[src/rtl/matmul_sequencer_if.sv]
// matmul_sequencer_if: issue/flush handshake and register-file write port of the 2x2 matmul sequencer
interface matmul_sequencer_if #(
  parameter int DATA_W = 8,
  parameter int ADDR_W = 3
);
  logic start;
  logic [ADDR_W-1:0] dest_base;
  logic [4*DATA_W-1:0] a_mat;
  logic [4*DATA_W-1:0] b_mat;
  logic flush;
  logic stall;
  logic busy;
  logic wr_en;
  logic [ADDR_W-1:0] wr_addr;
  logic [DATA_W-1:0] wr_data;
  logic done;
  modport master (
    output start, dest_base, a_mat, b_mat, flush,
    input  stall, busy, wr_en, wr_addr, wr_data, done
  );
  modport slave (
    input  start, dest_base, a_mat, b_mat, flush,
    output stall, busy, wr_en, wr_addr, wr_data, done
  );
endinterface

[src/rtl/matmul_sequencer.sv]
// matmul_sequencer: 2x2 matrix multiply written back one element per cycle; MATMUL_SAT_EN selects saturating results
module matmul_sequencer #(
  parameter int DATA_W = 8,
  parameter int ADDR_W = 3
) (
  input logic clk,
  input logic rst_n,
  matmul_sequencer_if.slave bus
);
  typedef enum logic [1:0] {IDLE, RUN, DONE} state_t;
  state_t state;
  logic [1:0] k;
  logic [4*DATA_W-1:0] a_q, b_q;
  logic [ADDR_W-1:0] base_q;
  logic [DATA_W-1:0] a0, a1, b0, b1, elem;
  logic [2*DATA_W:0] sum;
  logic run;
  always_comb begin
    a0 = a_q[DATA_W*{k[1], 1'b0} +: DATA_W];
    a1 = a_q[DATA_W*{k[1], 1'b1} +: DATA_W];
    b0 = b_q[DATA_W*{1'b0, k[0]} +: DATA_W];
    b1 = b_q[DATA_W*{1'b1, k[0]} +: DATA_W];
    sum = {{(DATA_W+1){1'b0}}, a0} * {{(DATA_W+1){1'b0}}, b0}
        + {{(DATA_W+1){1'b0}}, a1} * {{(DATA_W+1){1'b0}}, b1};
`ifdef MATMUL_SAT_EN
    elem = |sum[2*DATA_W:DATA_W] ? {DATA_W{1'b1}} : sum[DATA_W-1:0];
`else
    elem = sum[DATA_W-1:0];
`endif
  end
  always_ff @(posedge clk or negedge rst_n) begin
    if (!rst_n) begin
      state  <= IDLE;
      k      <= '0;
      a_q    <= '0;
      b_q    <= '0;
      base_q <= '0;
    end else begin
      case (state)
        IDLE: if (bus.start && !bus.flush) begin
          state  <= RUN;
          k      <= '0;
          a_q    <= bus.a_mat;
          b_q    <= bus.b_mat;
          base_q <= bus.dest_base;
        end
        RUN: begin
          k     <= bus.flush ? 2'd0 : k + 2'd1;
          state <= bus.flush ? IDLE : (k == 2'd3 ? DONE : RUN);
        end
        default: state <= IDLE;
      endcase
    end
  end
  assign run          = state == RUN;
  assign bus.stall    = rst_n & ((state == IDLE & bus.start & ~bus.flush) | run);
  assign bus.busy     = state != IDLE;
  assign bus.wr_en    = run & ~bus.flush;
  assign bus.wr_addr  = run ? base_q + ADDR_W'(k) : '0;
  assign bus.wr_data  = run ? elem : '0;
  assign bus.done     = state == DONE;
endmodule

[src/flat_wrapper.sv]
// flat-port wrapper written by rule: the top's interface ports become plain ports
module matmul_sequencer_flat 
#(
  parameter int DATA_W = 8,
  parameter int ADDR_W = 3
)
  (clk, rst_n, bus_start, bus_dest_base, bus_a_mat, bus_b_mat, bus_flush, bus_stall, bus_busy, bus_wr_en, bus_wr_addr, bus_wr_data, bus_done);
  matmul_sequencer_if #(.DATA_W(DATA_W), .ADDR_W(ADDR_W)) bus_i ();
  input logic clk;
  input logic rst_n;
  input wire logic [$bits(bus_i.start)-1:0] bus_start;
  input wire logic [$bits(bus_i.dest_base)-1:0] bus_dest_base;
  input wire logic [$bits(bus_i.a_mat)-1:0] bus_a_mat;
  input wire logic [$bits(bus_i.b_mat)-1:0] bus_b_mat;
  input wire logic [$bits(bus_i.flush)-1:0] bus_flush;
  output wire logic [$bits(bus_i.stall)-1:0] bus_stall;
  output wire logic [$bits(bus_i.busy)-1:0] bus_busy;
  output wire logic [$bits(bus_i.wr_en)-1:0] bus_wr_en;
  output wire logic [$bits(bus_i.wr_addr)-1:0] bus_wr_addr;
  output wire logic [$bits(bus_i.wr_data)-1:0] bus_wr_data;
  output wire logic [$bits(bus_i.done)-1:0] bus_done;
  assign bus_i.start = bus_start;
  assign bus_i.dest_base = bus_dest_base;
  assign bus_i.a_mat = bus_a_mat;
  assign bus_i.b_mat = bus_b_mat;
  assign bus_i.flush = bus_flush;
  assign bus_stall = bus_i.stall;
  assign bus_busy = bus_i.busy;
  assign bus_wr_en = bus_i.wr_en;
  assign bus_wr_addr = bus_i.wr_addr;
  assign bus_wr_data = bus_i.wr_data;
  assign bus_done = bus_i.done;
  matmul_sequencer #(.DATA_W(DATA_W), .ADDR_W(ADDR_W)) u_core (.clk(clk), .rst_n(rst_n), .bus(bus_i));
endmodule
[config.mk]
export PLATFORM = sky130hd
export DESIGN_NAME = matmul_sequencer_flat
export DESIGN_NICKNAME = d
export VERILOG_FILES = /design/src/rtl/matmul_sequencer_if.sv /design/src/rtl/matmul_sequencer.sv /design/src/flat_wrapper.sv
export SDC_FILE = /design/constraint.sdc
export NUM_CORES = 1
export LEC_CHECK = 0
export CORE_MARGIN = 2
export CORE_UTILIZATION = 54
export DETAILED_ROUTE_END_ITERATION = 6
export GPL_TIMING_DRIVEN = 1
export HOLD_SLACK_MARGIN = 0.06
export PLACE_DENSITY = 0.83
export SLEW_MARGIN = 25
export SYNTH_ARGS = -nofsm -noshare
export SYNTH_HDL_FRONTEND = slang
export SYNTH_SLANG_ARGS = --single-unit
[constraint.sdc]
create_clock -name clk -period 6.4 [get_ports clk]
set_input_delay 0.64 -clock clk [delete_from_list [all_inputs] [get_ports clk]]
set_output_delay 0.64 -clock clk [all_outputs]
set_load 0.05 [all_outputs]
==> results.toml, run 1 <==
[sta]
setup_slack_ns = -0.0955
whs_ns = 0.484
rsz0062_at_grt = "true"
fmax_mhz = 154
finClkSkew_ns = 0.00685
min_period_over_period = 1.01
setup_viol = 1
min_period_ns = 6.50
relSlewSlack = 0.393
hold_viol_final = 0
slew_viol_final = 0
tightest_slew_ns = 0.910

[route]
drt-initial-drc-count = 227
wl_per_cell_microns = 18.8
viasPerCell = 5.37
drc = 0
drt_wl_total_mm = 13.0
drtAntennaViolNets = 0
drt_pre_antenna_iters = 4
dr_total_vias = 3730

[setup_path]
crit_family = "adder cells"
critical_path_buf_inv_count = 5
worstPathCellList = "buf_12, buf_16, buf_4, mux2i_1, nor2_1, ha_1, ha_1, fa_1, fa_1, inv_1, fa_1, fa_2, xnor2_2, xnor2_2, xnor2_1, xnor2_1, xnor2_2, xnor3_1, nor2_4, buf_12"
slowest_delay_ns = 0.55
reg2reg_slack_ns = 4.08
start_kind = "register"
cp.arrival_ns = 5.86
slowest_stage = "fa_1"
endpoint_kind = "primary output"
crit_fanout = 5
cp.required_ns = 5.76
crit_type = "reg2out"

[final_layout]
layout_common_cells = "clkdlybuf4s50_1 (79), mux2_2 (70), dfrtp_1 (70)"
area_growth_pct = 33.7
drive_gt1_frac = 0.327
fin_util = 0.743
antennaDiodeCount = 0
nNetsFinal = 701
final_common_cell = "clkdlybuf4s50_1"
fin_area_sq_um = 6860

[cts]
clock_sinks = 71
tritoncts = "done"
hold_buffers = 0
cts_buffer_depth = 2
cts.htree.levels = 3
clk_latency_ns = 0.36
numCtsBuffers = 9
root_buffer = "clkbuf_8"
path_clk_slew_ns = 0.08

[die]
row_count = 35
start_util = 0.555
coreArea_sq_um = 9240
die_x_microns = 101
ios = 86
die_h_microns = 101
die_area_sq_um = 10300

[synthesis]
syn_avg_cell_area_sq_um = 11.6
yosys.area.top_type_share = 0.346
ys_warn_count = 0
netlist_area_sq_um = 5130
synth_top_area_cell = "dfrtp_1"
syn_inst = 441
ys_ff_latch = 71
synth.distinct_cells = 31
netlist_top_cells_area = "dfrtp_1 (35%), mux2_2 (17%), fa_1 (12%)"
syn-num-nets = 581
ys_seq_area_frac = 0.346

[outcome]
violations = "negative setup slack"
status = "complete, but fails checks"

[placement]
gp_congestion = 0.920
dp_hpwl_mm = 8.80
place_area_sq_um = 6250
io_buffers = 85

[global_routing]
grt_pass1_vias = 3987
grt_pass1_wl_mm = 19.5
grt_max_degree = 73
grt-ovfl-total = 0
antenna_found_initial = 0
grt_usage = 0.252

[hold_path]
hp-class = "in2async"

[run]
maxCapViolations = 0
## metal layers
metal	vias to the layer above	part of all wire	routed length, microns	GRT usage
met5	-	0	0	0
met4	0	0.039	503	0.119
met3	45	0.053	695	0.0421
met2	147	0.53	6940	0.445
met1	1863	0.38	4910	0.299
li1	1675	-	-	-
## cells in the mapped netlist
cell type / n
mux2_2: 76
dfrtp_1: 71
nor2_1: 54
inv_1: 52
ha_1: 37
fa_1: 32
xnor2_1: 23
mux2i_1: 22
nand2_1: 16
clkbuf_1: 6
xor2_1: 6
and2_1: 5
or2_2: 5
mux2i_2: 4
nand2b_1: 4
nor2b_1: 4
a21o_1: 3
a21oi_1: 3
xnor2_2: 3
buf_12: 2
buf_2: 2
buf_6: 2
a22o_2: 1
mux2_4: 1
mux2i_4: 1
nor2_2: 1
nor2b_4: 1
nor3_1: 1
nor3b_2: 1
o21bai_1: 1
xnor3_1: 1
## kinds of logic (layout without fill, tap and decap cells)
family / count (synthesis) / count (layout) / synth area share
AOI/OAI and AO/OA: 8 / 8 / 0.0107
xor gates and xnor gates: 33 / 33 / 0.0634
adders and majority gates: 69 / 69 / 0.215
buffers and inverters: 64 / 189 / 0.0566
DFF: 71 / 71 / 0.346
muxes: 104 / 104 / 0.228
and+or+nand+nor: 92 / 92 / 0.0804
## timing repair
action,in CTS,in global routing
gates cloned,1,0
buffers inserted,11,6
pin swaps,17,17
setup endpoints to repair,1,1
gates resized for setup,34,21
## worst register-to-register path, stage by stage, from the launching register on
cell and delay (ns):
dfrtp_1 0.42, or2_2 0.35, nor3b_4 0.20, buf_4 0.69
nor2_1 0.21, mux2_2 0.33
## sequential cells by signal, indices dropped and copies added, names as in the netlist
register / count
u_core.a_q: 32
u_core.b_q: 32
u_core.base_q: 3
u_core.k: 2
u_core.state: 2
## stage by stage
step / setup TNS, ns / worst slack, ns / std cells
final: -0.0955 / -0.0955 / 695
after global routing: -0.257 / -0.257 / 695
after CTS: -0.0724 / -0.0724 / 689
after detailed placement: 0 / 0.110 / 661
after global placement: 0 / 0.272 / 661
after floorplan: 0 / 0.0143 / 441
## layout make-up
type / count / area (sq um)
tap: 129 / 161
clock inverter: 7 / 72.6
inverter: 52 / 195
multi-input combinational: 306 / 3310
sequential: 71 / 1780
clock buffer: 9 / 124
fill: 571 / 2380
timing repair buffer: 121 / 1220
## final timing paths
path	startpoint	to	depth (start not counted)
max in group asynchronous	rst_n	u_core.k[0]	2
worst min-delay path	rst_n	u_core.b_q[5]	2
worst min register to register	u_core.b_q[30]	u_core.b_q[30]	1
min in group clk	u_core.b_q[30]	u_core.b_q[30]	1
worst max-delay path	u_core.k[0]	bus_wr_data[7]	20
worst max register to register	u_core.state[1]	u_core.k[0]	5
Power of run 1 is left out: the tool's default activity adds up to more than one toggle a clock period on the data nets, which glitch-free logic cannot reach.
==> run 2, diff against run 1 <==
Settings changed: CORE_MARGIN 2 to 3, SETUP_SLACK_MARGIN set to 0.3, TNS_END_PERCENT set to 30.
==> run 2 against run 1 <==
Largest cell class unchanged. Worst setup slack better by 0.092 ns. Routed wire length down 10%. Highest routed layer unchanged. Flip-flop and latch count unchanged. Clock skew up 0.0038 ns. The run still ends with negative setup slack left. Via count down 4.7%. Final area down 3.4%. Core utilization down 0.38 points. First-iteration DRC count down 52%. Hold slack worse by 0.0026 ns. Clock-buffer cell count unchanged.
==> results.toml, run 2 (synthesis results as in run 1) <==
[outcome]
status = "complete, but fails checks"
violations = "negative setup slack"

[sta]
tightest_slew_ns = 0.891
rsz0062_at_grt = "true"
slew_viol_final = 0
finClkSkew_ns = 0.0107
relSlewSlack = 0.406
hold_viol_final = 0
setup_slack_ns = -0.00342
min_period_ns = 6.40
fmax_mhz = 156
min_period_over_period = 1.00
fin_tns_setup_ns = -0.00342
setup_viol = 1

[placement]
gp_congestion = 0.899
dp_hpwl_mm = 8.76
io_buffers = 85
place_ws_ns = 0.118

[setup_path]
slowest_stage = "fa_1"
worstPathCellList = "buf_12, mux2_4, nand2b_4, fa_1, fa_1, inv_1, fa_1, fa_1, inv_1, fa_1, fa_2, xnor2_2, xnor2_1, xnor2_1, xnor2_1, xnor2_2, xnor3_1, nor2_4, buf_12"
crit_family = "adder cells"
endpoint_kind = "primary output"
cp.arrival_ns = 5.76
path_common_cell = "fa_1"
r2r_start = "u_core.state[1]"
cp.required_ns = 5.76
slowest_delay_ns = 0.53
crit_fanout = 8
start_kind = "register"
crit_type = "reg2out"
crit_start = "u_core.k[1]"
critical_path_buf_inv_count = 4

[die]
die_h_microns = 103
start_util = 0.572
row_count = 34
die_area_sq_um = 10700
die_x_microns = 103
ios = 86
coreArea_sq_um = 8980

[route]
drt-initial-drc-count = 110
wl_per_cell_microns = 17.3
drtAntennaViolNets = 0
viasPerCell = 5.25
dr_total_vias = 3555
drt_wl_total_mm = 11.7
drc = 0
drt_pre_antenna_iters = 4

[final_layout]
drive_gt1_frac = 0.296
largest_registers = "u_core.a_q (32), u_core.b_q (32), u_core.base_q (3)"
area_growth_pct = 29.3
final_common_cell = "clkdlybuf4s50_1"
nNetsFinal = 686
layout_common_cells = "clkdlybuf4s50_1 (79), mux2_2 (71), dfrtp_1 (70)"
antennaDiodeCount = 0
fin_util = 0.739

[cts]
cts.htree.levels = 3
cts_buffer_depth = 2
hold_buffers = 0
tritoncts = "done"
root_buffer = "clkbuf_8"
clk_latency_ns = 0.35
path_clk_slew_ns = 0.08
clock_sinks = 71
numCtsBuffers = 9

[global_routing]
grt_usage = 0.238
grt_pass1_vias = 3935
antenna_found_initial = 0
grt_pass1_wl_mm = 19.2
grt-ovfl-total = 0
grt_max_degree = 73

[run]
maxCapViolations = 0

[hold_path]
hp-class = "in2async"
-- run 2: changes by cell type in the layout (fill, tap and decap cells not counted), moves of 3 or more --
cell / previous run / this run
buf_6: 3 / 0
mux2i_2: 8 / 11
buf_4: 30 / 19
mux2i_4: 7 / 3
-- run 2: metrics by stage --
stage | hold WS, ns | instances | instance area, sq um
detailed placement | 0.496 | 655 | 6230
global route | 0.524 | 677 | 6630
floorplan | 0.344 | 441 | 5140
finish | 0.482 | 677 | 6630
global placement | 0.488 | 655 | 6230
CTS | 0.511 | 677 | 6620
-- run 2: timing repair --
action                                  in CTS  in global routing
gates resized for setup                     33                  3
cloned                                       1                  0
pin swaps                                   24                  4
hold endpoints to repair                     0                  0
endpoints found under the setup margin       2                  2
buffers inserted                             5                  0
-- run 2: per-layer routing --
metal  up-vias  global-route usage  routed length [microns]
li1       1647                   -                        -
met1      1766               0.294                     4690
met2       110               0.412                     6130
met3        32              0.0389                      504
met4         0              0.0996                      360
met5         -                   0                        0
-- run 2: path summary, 6_finish.rpt --
kind	endpoint	slack, ns	cells past startpoint
setup / recovery	bus_wr_data[7]	-0.003	19
hold / removal	u_core.b_q[13]	0.48	2
setup reg to reg	u_core.k[1]	4.13	5
hold reg to reg	u_core.b_q[17]	0.51	1
max in group asynchronous	u_core.k[1]	5.28	2
min in group clk	u_core.b_q[17]	0.51	1
-- run 2: final cells by class --
class / instances / area [sq um]
Timing Repair Buffer: 106 / 1090
Clock inverter: 7 / 48.8
Fill cell: 586 / 2340
Multi-Input combinational cell: 306 / 3240
Clock buffer: 9 / 124
Sequential cell: 71 / 1780
Tap cell: 126 / 158
Inverter: 52 / 195
Power of run 2 is left out for the same reason.
==> run 3, diff against run 2 <==
Settings changed: SETUP_SLACK_MARGIN 0.3 to 0.2.
==> run 3 against run 2 <==
The flow still finishes with violations (negative setup slack). First-iteration DRC count up 58%. Flip-flop and latch count stayed put. Worst setup slack lost 0.051 ns. Clock-buffer cell count up 3.
==> results.toml, run 3 (synthesis results as in run 1) <==
[final_layout]
layout_common_cells = "clkdlybuf4s50_1 (79), mux2_2 (72), dfrtp_1 (70)"
antennaDiodeCount = 0
fin_area_sq_um = 6810
final_common_cell = "clkdlybuf4s50_1"
fin_util = 0.758
largest_registers = "u_core.a_q (32), u_core.b_q (32), u_core.base_q (3)"
drive_gt1_frac = 0.308
area_growth_pct = 32.6
nNetsFinal = 697

[global_routing]
grt_pass1_vias = 4021
grt_max_degree = 73
grt-ovfl-total = 0
antenna_found_initial = 0
grt_usage = 0.243
grt_pass1_wl_mm = 19.6

[sta]
relSlewSlack = 0.410
hold_viol_final = 0
fin_tns_setup_ns = -0.0546
setup_slack_ns = -0.0546
setup_viol = 1
finClkSkew_ns = 0.00633
rsz0062_at_grt = "true"
min_period_over_period = 1.01
tightest_slew_ns = 0.885
fmax_mhz = 155
slew_viol_final = 0
min_period_ns = 6.45

[placement]
io_buffers = 85
place_area_sq_um = 6230
dp_hpwl_mm = 8.89
gp_congestion = 0.902
place_ws_ns = 0.0948

[cts]
root_buffer = "clkbuf_8"
cts.htree.levels = 3
hold_buffers = 0
clock_sinks = 71
clk_latency_ns = 0.35
cts_buffer_depth = 2
tritoncts = "done"
numCtsBuffers = 9
path_clk_slew_ns = 0.08

[route]
drt_wl_total_mm = 12.5
drc = 0
viasPerCell = 5.27
drt-initial-drc-count = 174
dr_total_vias = 3623
wl_per_cell_microns = 18.2
drtAntennaViolNets = 0
drt_pre_antenna_iters = 4

[die]
die_h_microns = 103
ios = 86
row_count = 34
die_area_sq_um = 10700
coreArea_sq_um = 8980
die_x_microns = 103
start_util = 0.572

[setup_path]
reg2reg_slack_ns = 4.15
worstPathCellList = "buf_8, mux2_4, nand2_1, fa_1, fa_1, inv_1, fa_1, fa_1, inv_1, fa_1, fa_2, xnor2_2, xnor2_2, xnor2_1, xnor2_1, xnor2_2, xnor3_1, nor2_4, buf_12"
slowest_stage = "fa_1"
r2r_start = "u_core.state[1]"
rr_worst_depth = 5
endpoint_kind = "primary output"
crit_type = "reg2out"
slowest_delay_ns = 0.51
crit_fanout = 6
cp.required_ns = 5.76
start_kind = "register"
cp.arrival_ns = 5.81
path_common_cell = "fa_1"
r2r_end = "u_core.k[0]"

[hold_path]
hp-class = "in2async"

[outcome]
violations = "negative setup slack"
status = "complete, but fails checks"

[run]
maxCapViolations = 0
## run 3: layout make-up
type | count | area [sq um]
fillers | 530 | 2170
repair buffers | 117 | 1180
multi-input cells | 306 | 3250
clock inverters | 4 | 76.3
well taps | 126 | 158
flip-flops and latches | 71 | 1780
clock buffers | 12 | 165
inverters | 52 | 195
## run 3: repair_timing
item	CTS	global route
buffers inserted	10	3
gates cloned	1	0
resized for setup	33	11
endpoints found under the hold margin	0	0
endpoints found under the setup margin	1	2
pin swaps	21	15
## run 3: critical path, delay by kind of cell, from the launching register on
family	cells	cell delay, ns
adders and majority gates	6	2.78
xor gates and xnor gates	6	1.18
DFF	1	0.47
buffers and inverters	4	0.43
muxes	1	0.33
and+or+nand+nor	2	0.24
## run 3: worst max-delay path by stage
stage | start | to | slack (ns)
finish | u_core.k[1] | bus_wr_data[7] | -0.05
global route | u_core.k[0] | bus_wr_data[7] | -0.18
CTS | u_core.k[1] | bus_wr_data[7] | -0.04
detailed placement | u_core.k[1] | bus_wr_data[7] | 0.09
global placement | u_core.k[1] | bus_wr_data[7] | 0.25
floorplan | u_core.k[1] | bus_wr_data[7] | 0.23
## run 3: through the flow
| stage | hold WS (ns) | instances |
|---|---|---|
| after floorplan | 0.344 | 441 |
| after global placement | 0.487 | 658 |
| after detailed placement | 0.496 | 658 |
| after CTS | 0.514 | 685 |
| after global routing | 0.524 | 688 |
| final | 0.488 | 688 |
## run 3: metal layers
layer  track usage  part of all wire
met3        0.0463             0.054
met2         0.421              0.53
met4        0.0936             0.032
met1         0.302              0.39
met5             0                 0
Power of run 3 is left out for the same reason.
